===== src/rtl/product_accumulator.sv =====
// Sums ACC_LEN consecutive unsigned products from an upstream multiplier into one wide result.
// Latency: result visible on sum/sum_valid one clock after the completing product beat.
// Backpressure: none on the product input; a result that completes while the output is stalled is dropped and flagged on overrun.
module product_accumulator #(
    parameter int WL      = 32,
    parameter int ACC_LEN = 4
) (
    input  logic                                      clk,
    input  logic                                      reset,
    input  logic                                      in_valid,
    input  logic [2*WL-1:0]                           in_product,
    input  logic                                      clear,
    output logic                                      sum_valid,
    input  logic                                      sum_ready,
    output logic [2*WL+$clog2(ACC_LEN)-1:0]           sum,
    output logic [$clog2(ACC_LEN)-1:0]                beat_cnt,
    output logic                                      overrun
);

    // Counter width and sum width: CW extra bits absorb the carries of ACC_LEN full-scale products.
    localparam int CW = $clog2(ACC_LEN);
    localparam int SW = 2*WL + CW;

    // Beat index of the product that completes a group.
    localparam logic [CW-1:0] LAST_BEAT = CW'(ACC_LEN - 1);

    // Output register occupancy.
    typedef enum logic {
        S_EMPTY = 1'b0,
        S_FULL  = 1'b1
    } out_state_t;

    // ------------------------------------------------------------------
    // State
    // ------------------------------------------------------------------
    logic [SW-1:0] r_acc;
    logic [CW-1:0] r_beat;
    logic [SW-1:0] r_sum;
    out_state_t    r_state;
    logic          r_overrun;

    // ------------------------------------------------------------------
    // Per-cycle decode
    // ------------------------------------------------------------------
    logic          w_accept;
    logic          w_complete;
    logic [SW-1:0] w_total;
    logic          w_full;
    logic          w_handshake;
    logic          w_load;
    logic          w_lost;

    // A product is taken only when clear is low; clear drops it outright.
    assign w_accept    = in_valid && !clear;
    assign w_complete  = w_accept && (r_beat == LAST_BEAT);

    // Zero-extended running sum including this cycle's product.
    assign w_total     = r_acc + {{CW{1'b0}}, in_product};

    assign w_full      = (r_state == S_FULL);
    assign w_handshake = w_full && sum_ready;

    // The output register can accept a new result if empty or being drained this cycle.
    assign w_load      = w_complete && (!w_full || sum_ready);

    // A completed result with nowhere to go is discarded.
    assign w_lost      = w_complete && w_full && !sum_ready;

    // ------------------------------------------------------------------
    // Partial accumulation and beat counter
    // ------------------------------------------------------------------

    // Accumulate accepted products; restart after the completing beat or on clear.
    always_ff @(posedge clk or negedge reset) begin
        if (!reset) begin
            r_acc  <= '0;
            r_beat <= '0;
        end else if (clear) begin
            r_acc  <= '0;
            r_beat <= '0;
        end else if (w_accept) begin
            if (w_complete) begin
                r_acc  <= '0;
                r_beat <= '0;
            end else begin
                r_acc  <= w_total;
                r_beat <= r_beat + CW'(1);
            end
        end
    end

    // ------------------------------------------------------------------
    // Output register FSM
    // ------------------------------------------------------------------

    // EMPTY/FULL tracking of the result register; sum is only written on a load so it holds through stalls.
    always_ff @(posedge clk or negedge reset) begin
        if (!reset) begin
            r_state <= S_EMPTY;
            r_sum   <= '0;
        end else begin
            case (r_state)
                S_EMPTY: begin
                    if (w_load) begin
                        r_sum   <= w_total;
                        r_state <= S_FULL;
                    end
                end
                S_FULL: begin
                    if (w_load) begin
                        // Drained and refilled on the same edge.
                        r_sum   <= w_total;
                        r_state <= S_FULL;
                    end else if (w_handshake) begin
                        r_state <= S_EMPTY;
                    end
                end
                default: begin
                    r_state <= S_EMPTY;
                end
            endcase
        end
    end

    // ------------------------------------------------------------------
    // Sticky overrun flag
    // ------------------------------------------------------------------

    // Set when a result is lost to a stalled output; only clear or reset lowers it.
    always_ff @(posedge clk or negedge reset) begin
        if (!reset) begin
            r_overrun <= 1'b0;
        end else if (clear) begin
            r_overrun <= 1'b0;
        end else if (w_lost) begin
            r_overrun <= 1'b1;
        end
    end

    // ------------------------------------------------------------------
    // Outputs
    // ------------------------------------------------------------------
    assign sum_valid = w_full;
    assign sum       = r_sum;
    assign beat_cnt  = r_beat;
    assign overrun   = r_overrun;

endmodule


===== config.mk =====
export PLATFORM = sky130hd
export DESIGN_NAME = product_accumulator
export DESIGN_NICKNAME = d
export VERILOG_FILES = /design/src/rtl/product_accumulator.sv
export SDC_FILE = /design/constraint.sdc
export NUM_CORES = 1
export LEC_CHECK = 0
export CAP_MARGIN = 20
export CORE_ASPECT_RATIO = 2
export CORE_MARGIN = 2
export CORE_UTILIZATION = 50
export CTS_CLUSTER_DIAMETER = 100
export DETAILED_ROUTE_END_ITERATION = 7
export PLACE_DENSITY = 0.78
export SLEW_MARGIN = 20
export SYNTH_ARGS = -nofsm -noshare
export SYNTH_HDL_FRONTEND = slang
export SYNTH_SLANG_ARGS = --single-unit

===== constraint.sdc =====
create_clock -name clk -period 3.2 [get_ports clk]
set_input_delay 0.48 -clock clk [delete_from_list [all_inputs] [get_ports clk]]
set_output_delay 0.48 -clock clk [all_outputs]
set_load 0.03 [all_outputs]

==> flow_summary.yaml, run 1 <==
power:
  total_power_mw: 8.44
  combPwrFrac: 0.487
  p_sw_mw: 3.23
  clockPowerShare: 0.241
  swShare: 0.382
  p_int_mw: 5.22
  ir_drop_uv: 469
  p_per_area_nw_per_um2: 628
  p_seq_frac: 0.272
  p_leak_nw: 6.47
worst_setup_path:
  crit_type: "in -> reg"
  end_kind: "flip-flop"
  r2r_cells: 11
  worstPathRequired_ns: 3.51
  crit_path_start_kind: "input pin"
  worstPathArrival_ns: 3.52
  cp_max_fo: 6
  reg2reg_slack_ns: -0.01
clocking:
  cts_buffer_depth: 2
  worstSkewPairLatency_ns: 0.43
  clk_pin_slew_ns: 0.06
  cts_sinks: 136
  cts_tree: "built"
  htree_levels: 4
  cts_inserted_buffers: 17
  cts_root_buffer: "clkbuf_16"
yosys:
  syn-cell-area_um2: 9290
  synth_nets: 1150
  ys_seq_elements: 136
  yosys_warnings: 0
  synthArstFlopShare: 1.00
  ys_seq_area_frac: 0.366
  ys.flop_type: "dfrtp_1"
  avgSynthCellArea_um2: 9.15
  synth.distinct_cells: 76
  synth_cells: 1015
  synth_edf_count: 0
floorplanning:
  ios: 139
  die_y_um: 197
  core_um2: 18200
  die_w_um: 100
  start_util: 0.510
  row_count: 70
  die_area_um2: 19700
drt:
  drtIter0Drc: 527
  drtAntennaViolNets: 0
  num_vias: 9508
  post-route-drc-count: 0
  wl_mm: 31.9
  via_per_inst: 6.07
  firstDrtPassIters: 5
  wire_per_inst_um: 20.4
sta:
  whs_ns: 0.0365
  setup_tns_ns: -0.0132
  relSlewSlack: 0.555
  fin_crit_ns: 3.21
  skew_ns: 0.00896
  fmax_mhz: 311
  period_share: 1.00
  setup_viol: 1
  tightest_slew_ns: 0.668
  drv_slew: 0
  layout_setup_ws_ns: -0.0132
  hold_viol: 0
  grt_setup_unrepaired: "true"
grt:
  grtUsageTotal: 0.325
  grt_max_degree: 70
  grt_overflow_total: 0
  grt_antenna_before_repair: 0
  grt_pass1_vias: 10020
  grt_pass1_wl_mm: 49.9
finish:
  stdcell_count: 1567
  area_growth_pct: 44.9
  num_antenna_cells: 0
  drive_gt1_frac: 0.278
  layout.nets: 1474
outcome:
  violations: "setup timing"
  status: "finished with violations"
placed_design:
  io_buffers: 138
  place.gp.congestion: 0.979
  dp.cells: 1525
  dp_hpwl_mm: 23.2
min_path:
  hp-class: "in -> async"
run:
  drv_cap: 0
## logic make-up after synthesis
group	count (synthesis)	share of synthesized area
xor gates and xnor gates	54	0.0509
DFF	136	0.366
adders and majority gates	66	0.0897
AOI/OAI and AO/OA	343	0.259
buffers and inverters	78	0.0446
and+or+nand+nor	312	0.157
muxes	26	0.0318
## critical path: stages
cell	delay, ns
clkdlybuf4s50_1	0.53
ha_4	0.23
buf_4	0.16
a21o_1	0.20
a21o_2	0.23
a21o_2	0.23
o31a_1	0.34
o2111a_2	0.29
or3_4	0.40
xor2_2	0.17
mux2_4	0.26
## synth_stat cells (all sizes together) (7+ instances only)
cell      n  area (um2)
nand3    19        95.1
a211o     8        70.1
nor2     39         146
nor2b     8        50.1
a31oi    16         100
and2      7        43.8
xnor2    35         307
o21a      8        60.1
ha       65         813
o21bai   17         128
a21oi    80         404
a21o     38         289
nand2   163         612
o21ai    50         250
o211ai    8        60.1
buf      13        77.6
mux2     25         285
inv      20        75.1
nor3     12        65.1
a22o     58         509
clkbuf   42         188
or3       7        48.8
a211oi    7        62.6
dfrtp   136        3400
o31ai     9        67.6
xor2     19         166
nand4    25         163
## path summary, 6_finish.rpt
path                                 startpoint                    end
setup / recovery                 in_product[31]    sum[50]$_DFFE_PN0P_
hold / removal                            reset    sum[22]$_DFFE_PN0P_
setup reg to reg           r_acc[0]$_DFFE_PN0P_    sum[50]$_DFFE_PN0P_
hold reg to reg             sum[61]$_DFFE_PN0P_    sum[61]$_DFFE_PN0P_
max in group asynchronous                 reset  r_acc[34]$_DFFE_PN0P_
min in group clk            sum[61]$_DFFE_PN0P_    sum[61]$_DFFE_PN0P_
## cell usage in the layout (no fill, tap or decap), types with 7 or more instances in the layout
| cell type | count |
|---|---|
| mux2_2 | 24 |
| nor3_1 | 10 |
| nand2_1 | 162 |
| a31oi_1 | 15 |
| xnor2_1 | 35 |
| clkbuf_16 | 17 |
| o21a_1 | 8 |
| a21oi_1 | 72 |
| o21bai_1 | 17 |
| clkdlybuf4s50_1 | 129 |
| inv_1 | 20 |
| ha_4 | 15 |
| nor2_1 | 36 |
| nor2b_1 | 8 |
| nand4_1 | 24 |
| o21ai_0 | 35 |
| a21oi_2 | 7 |
| dfrtp_1 | 136 |
| ha_1 | 44 |
| o211ai_1 | 8 |
| a21o_1 | 35 |
| buf_4 | 222 |
| a211o_1 | 7 |
| nand3_1 | 18 |
| a22o_1 | 57 |
| o21ai_1 | 9 |
| xor2_1 | 18 |
## routing by layer
metal | track usage | routed length [um] | part of all wire
met2 | 0.608 | 17500 | 0.55
met3 | 0.0362 | 1200 | 0.038
met5 | 0 | 0 | 0
met4 | 0.243 | 2500 | 0.078
met1 | 0.315 | 10800 | 0.34
## power by group through the flow
stage,clock network (mW),logic (mW),registers [mW]
4_1_cts,2.05,3.90,2.27
2_1_floorplan,0,1.78,2.67
3_5_place_dp,0,3.81,2.29
6_report,2.03,4.12,2.29
5_1_grt,2.11,4.42,2.33
3_3_place_gp,0,3.75,2.29
## flip-flops by register name, summed over array words and instances (netlist names)
| name | flops |
|---|---|
| sum_valid | 1 |
| beat_cnt | 2 |
| r_acc | 66 |
| sum | 66 |
| overrun | 1 |
## final cells by class
type | instances | area, um2
clock inverters | 13 | 154
fillers | 1302 | 4760
well taps | 216 | 270
repair buffers | 363 | 3120
clock buffers | 18 | 439
flip-flops and latches | 136 | 3400
multi-input cells | 801 | 5990
inverters | 20 | 75.1
## per-stage QoR
step                setup WS [ns]  utilization  instance area, um2
global placement           -0.579        0.673               12300
detailed placement         -0.596        0.673               12300
CTS                       -0.0712        0.715               13000
finish                    -0.0132        0.739               13500
global route              -0.0858        0.739               13500
floorplan                  0.0224            -                9290
## what timing repair did
action | in CTS | in global routing
gates resized for setup | 26 | 74
setup endpoints to repair | 24 | 53
endpoints found under the hold margin | 0 | 0
buffers inserted | 5 | 6
pin swaps | 15 | 29
hold buffers | 0 | 0
No activity file was read; power rests on OpenSTA's default activity.
==> run 2: changes to the inputs <==
ABC_AREA = 1   (was unset)
CORE_UTILIZATION = 51   (was 50)
==> run 2 against run 1 <==
The flow now finishes without violations. Global-route usage up 6.2 points. Die area up 11%. Total power down 5.2%. Synthesized cell count up 64%. Worst hold slack worse by 0.020 ns. Final cell count up 34%. Non-clock buffer count down 197. Core utilization down 9.7 points. Combinational power down 15%. Setup slack better by 0.25 ns. Area after synthesis up 14%. Routed wire length up 32%. Critical path type unchanged. Largest cell class unchanged. Highest routed layer unchanged.
==> flow_summary.yaml, run 2 <==
yosys:
  synth_top_area_frac: 0.322
  synth_largest_area_cell: "dfrtp_1"
  synth_area_leaders: "dfrtp_1 32%, nand2_1 23%, inv_1 8.8%"
  synth_cells: 1666
  synth_nets: 1801
  ys_seq_elements: 136
  synth_top_cells_by_count: "640 x nand2_1, 248 x inv_1, 136 x dfrtp_1, 133 x nor2_1, 108 x nand3_1"
  synth_edf_count: 0
  syn-cell-area_um2: 10600
  ys.flop_type: "dfrtp_1"
  ys_seq_area_frac: 0.322
  avgSynthCellArea_um2: 6.35
  yosysMostFrequentCell: "nand2_1"
  synthArstFlopShare: 1.00
  synth.distinct_cells: 34
  yosys_warnings: 0
clocking:
  post_cts.repair.setup_buffers: 0
  htree_levels: 4
  cts_sinks: 136
  worstSkewPairLatency_ns: 0.45
  cts_root_buffer: "clkbuf_16"
  clk_pin_slew_ns: 0.06
  cts_buffer_depth: 2
  cts_resized: 0
  holdBufCountCts: 0
  cts_tree: "built"
  cts_inserted_buffers: 17
finish:
  stdcell_count: 2103
  multi_input_comb_area_um2: 6120
  ff_latch_area_um2: 3400
  layout.nets: 1960
  n_fill_cell: 1896
  drive_gt1_frac: 0.0664
  num_antenna_cells: 0
  area_growth_pct: 23.6
  final_cell_mix: "639 x nand2_1, 248 x inv_1, 137 x clkdlybuf4s50_1, 136 x dfrtp_1, 132 x nor2_1"
  fin_area_um2: 13100
  layout_commonest_cell: "nand2_1"
power:
  ir_drop_uv: 384
  p_per_area_nw_per_um2: 612
  p_leak_nw: 6.96
placed_design:
  placed_area_um2: 12400
  place.gp.congestion: 0.994
  dp_hpwl_mm: 33.5
  io_buffers: 138
  dp.cells: 2072
min_path:
  hp-class: "in -> async"
sta:
  skew_ns: 0.0152
  tightest_slew_ns: 0.805
  grt_setup_unrepaired: "false"
  whs_ns: 0.0168
  fmax_mhz: 338
  hold_viol: 0
  period_share: 0.925
  drv_slew: 0
  setup_viol: 0
  relSlewSlack: 0.463
  setup_tns_ns: 0
  fin_crit_ns: 2.96
drt:
  post-route-drc-count: 0
  drtAntennaViolNets: 0
  via_per_inst: 5.38
  wire_per_inst_um: 20.0
  drtIter0Drc: 783
  wl_mm: 42.0
  num_vias: 11312
  firstDrtPassIters: 6
grt:
  grt_overflow_total: 0
  grtUsageTotal: 0.387
  grt_max_degree: 91
  grt_pass1_wl_mm: 62.7
  grt_antenna_before_repair: 0
  grt_pass1_vias: 11626
floorplanning:
  die_area_um2: 22000
  ios: 139
  die_y_um: 208
  die_w_um: 106
  core_um2: 20400
  row_count: 74
  start_util: 0.519
worst_setup_path:
  cp_max_fo: 5
  cp.depth: 11
  worstPathRequired_ns: 3.58
  reg2reg_slack_ns: 0.31
  worstPathArrival_ns: 3.34
  crit_type: "in -> reg"
  crit_top_cell: "nand2_1"
  crit_path_start_kind: "input pin"
  slowest_delay_ns: 0.64
  end_kind: "flip-flop"
  crit_buf_inv: 1
  crit_family: "simple AND/OR/NAND/NOR gates"
  path_cells: "clkdlybuf4s50_1, ha_1, nand2_1, o21ai_0, nand2_1, nand3_1, nand2_1, nand2_1, or2_1, nand3_1, nand2_1"
  r2r_cells: 10
  crit_slowest_cell: "o21ai_0"
outcome:
  status: "complete, no violations"
run:
  drv_cap: 0
[run 2: cell types whose count changed after synthesis, moves of 16 or more]
| cell | change |
|---|---|
| nand2_1 | +477 |
| inv_1 | +228 |
| nor2_1 | +94 |
| nand3_1 | +89 |
| a22o_1 | -55 |
| o21ai_0 | +43 |
| a21o_1 | -35 |
| nand2_2 | +26 |
| mux2_2 | -24 |
| clkbuf_1 | -21 |
| a31oi_1 | -16 |
[run 2: final cells by class]
class | instances | area share
clock buffer | 18 | 0.0336
clock inverter | 13 | 0.0149
inverter | 254 | 0.0729
multi-input combinational | 1250 | 0.468
sequential | 136 | 0.260
tap | 266 | 0.0255
timing repair buffer | 166 | 0.125
[run 2: through the flow]
step           setup WS (ns)   util  total power [mW]
2_1_floorplan           1.07      -              4.36
3_3_place_gp          0.0267  0.611              5.71
3_5_place_dp          0.0705  0.611              5.77
4_1_cts                0.540  0.642              7.96
5_1_grt                0.118  0.642              8.37
6_report               0.241  0.642              8.00
[run 2: worst paths after layout]
check                                     startpoint               endpoint
max in group asynchronous                      reset    sum[42]$_DFFE_PN0P_
worst min register to register   sum[12]$_DFFE_PN0P_    sum[12]$_DFFE_PN0P_
worst max register to register  r_acc[5]$_DFFE_PN0P_    sum[26]$_DFFE_PN0P_
worst min-delay path                           reset  r_acc[58]$_DFFE_PN0P_
min in group clk                 sum[12]$_DFFE_PN0P_    sum[12]$_DFFE_PN0P_
worst max-delay path                   in_product[5]    sum[26]$_DFFE_PN0P_
[run 2: logic make-up after synthesis]
family / after synthesis / share of synthesized area
AOI/OAI and AO/OA: 187 / 0.0926
and+or+nand+nor: 969 / 0.383
DFF: 136 / 0.322
xor gates and xnor gates: 28 / 0.0239
adders and majority gates: 66 / 0.0788
buffers and inverters: 280 / 0.100
[run 2: where the power goes]
group	switching, mW	internal (mW)	total, mW
sequential	0.244	2.06	2.30
combinational	2.28	1.22	3.50
clock	0.867	1.33	2.20
[run 2: layer usage]
layer	track usage	vias up	part of all wire
li1	-	5504	-
met1	0.349	5179	0.31
met5	0	-	0
met3	0.0487	189	0.040
met2	0.727	440	0.54
met4	0.344	0	0.11
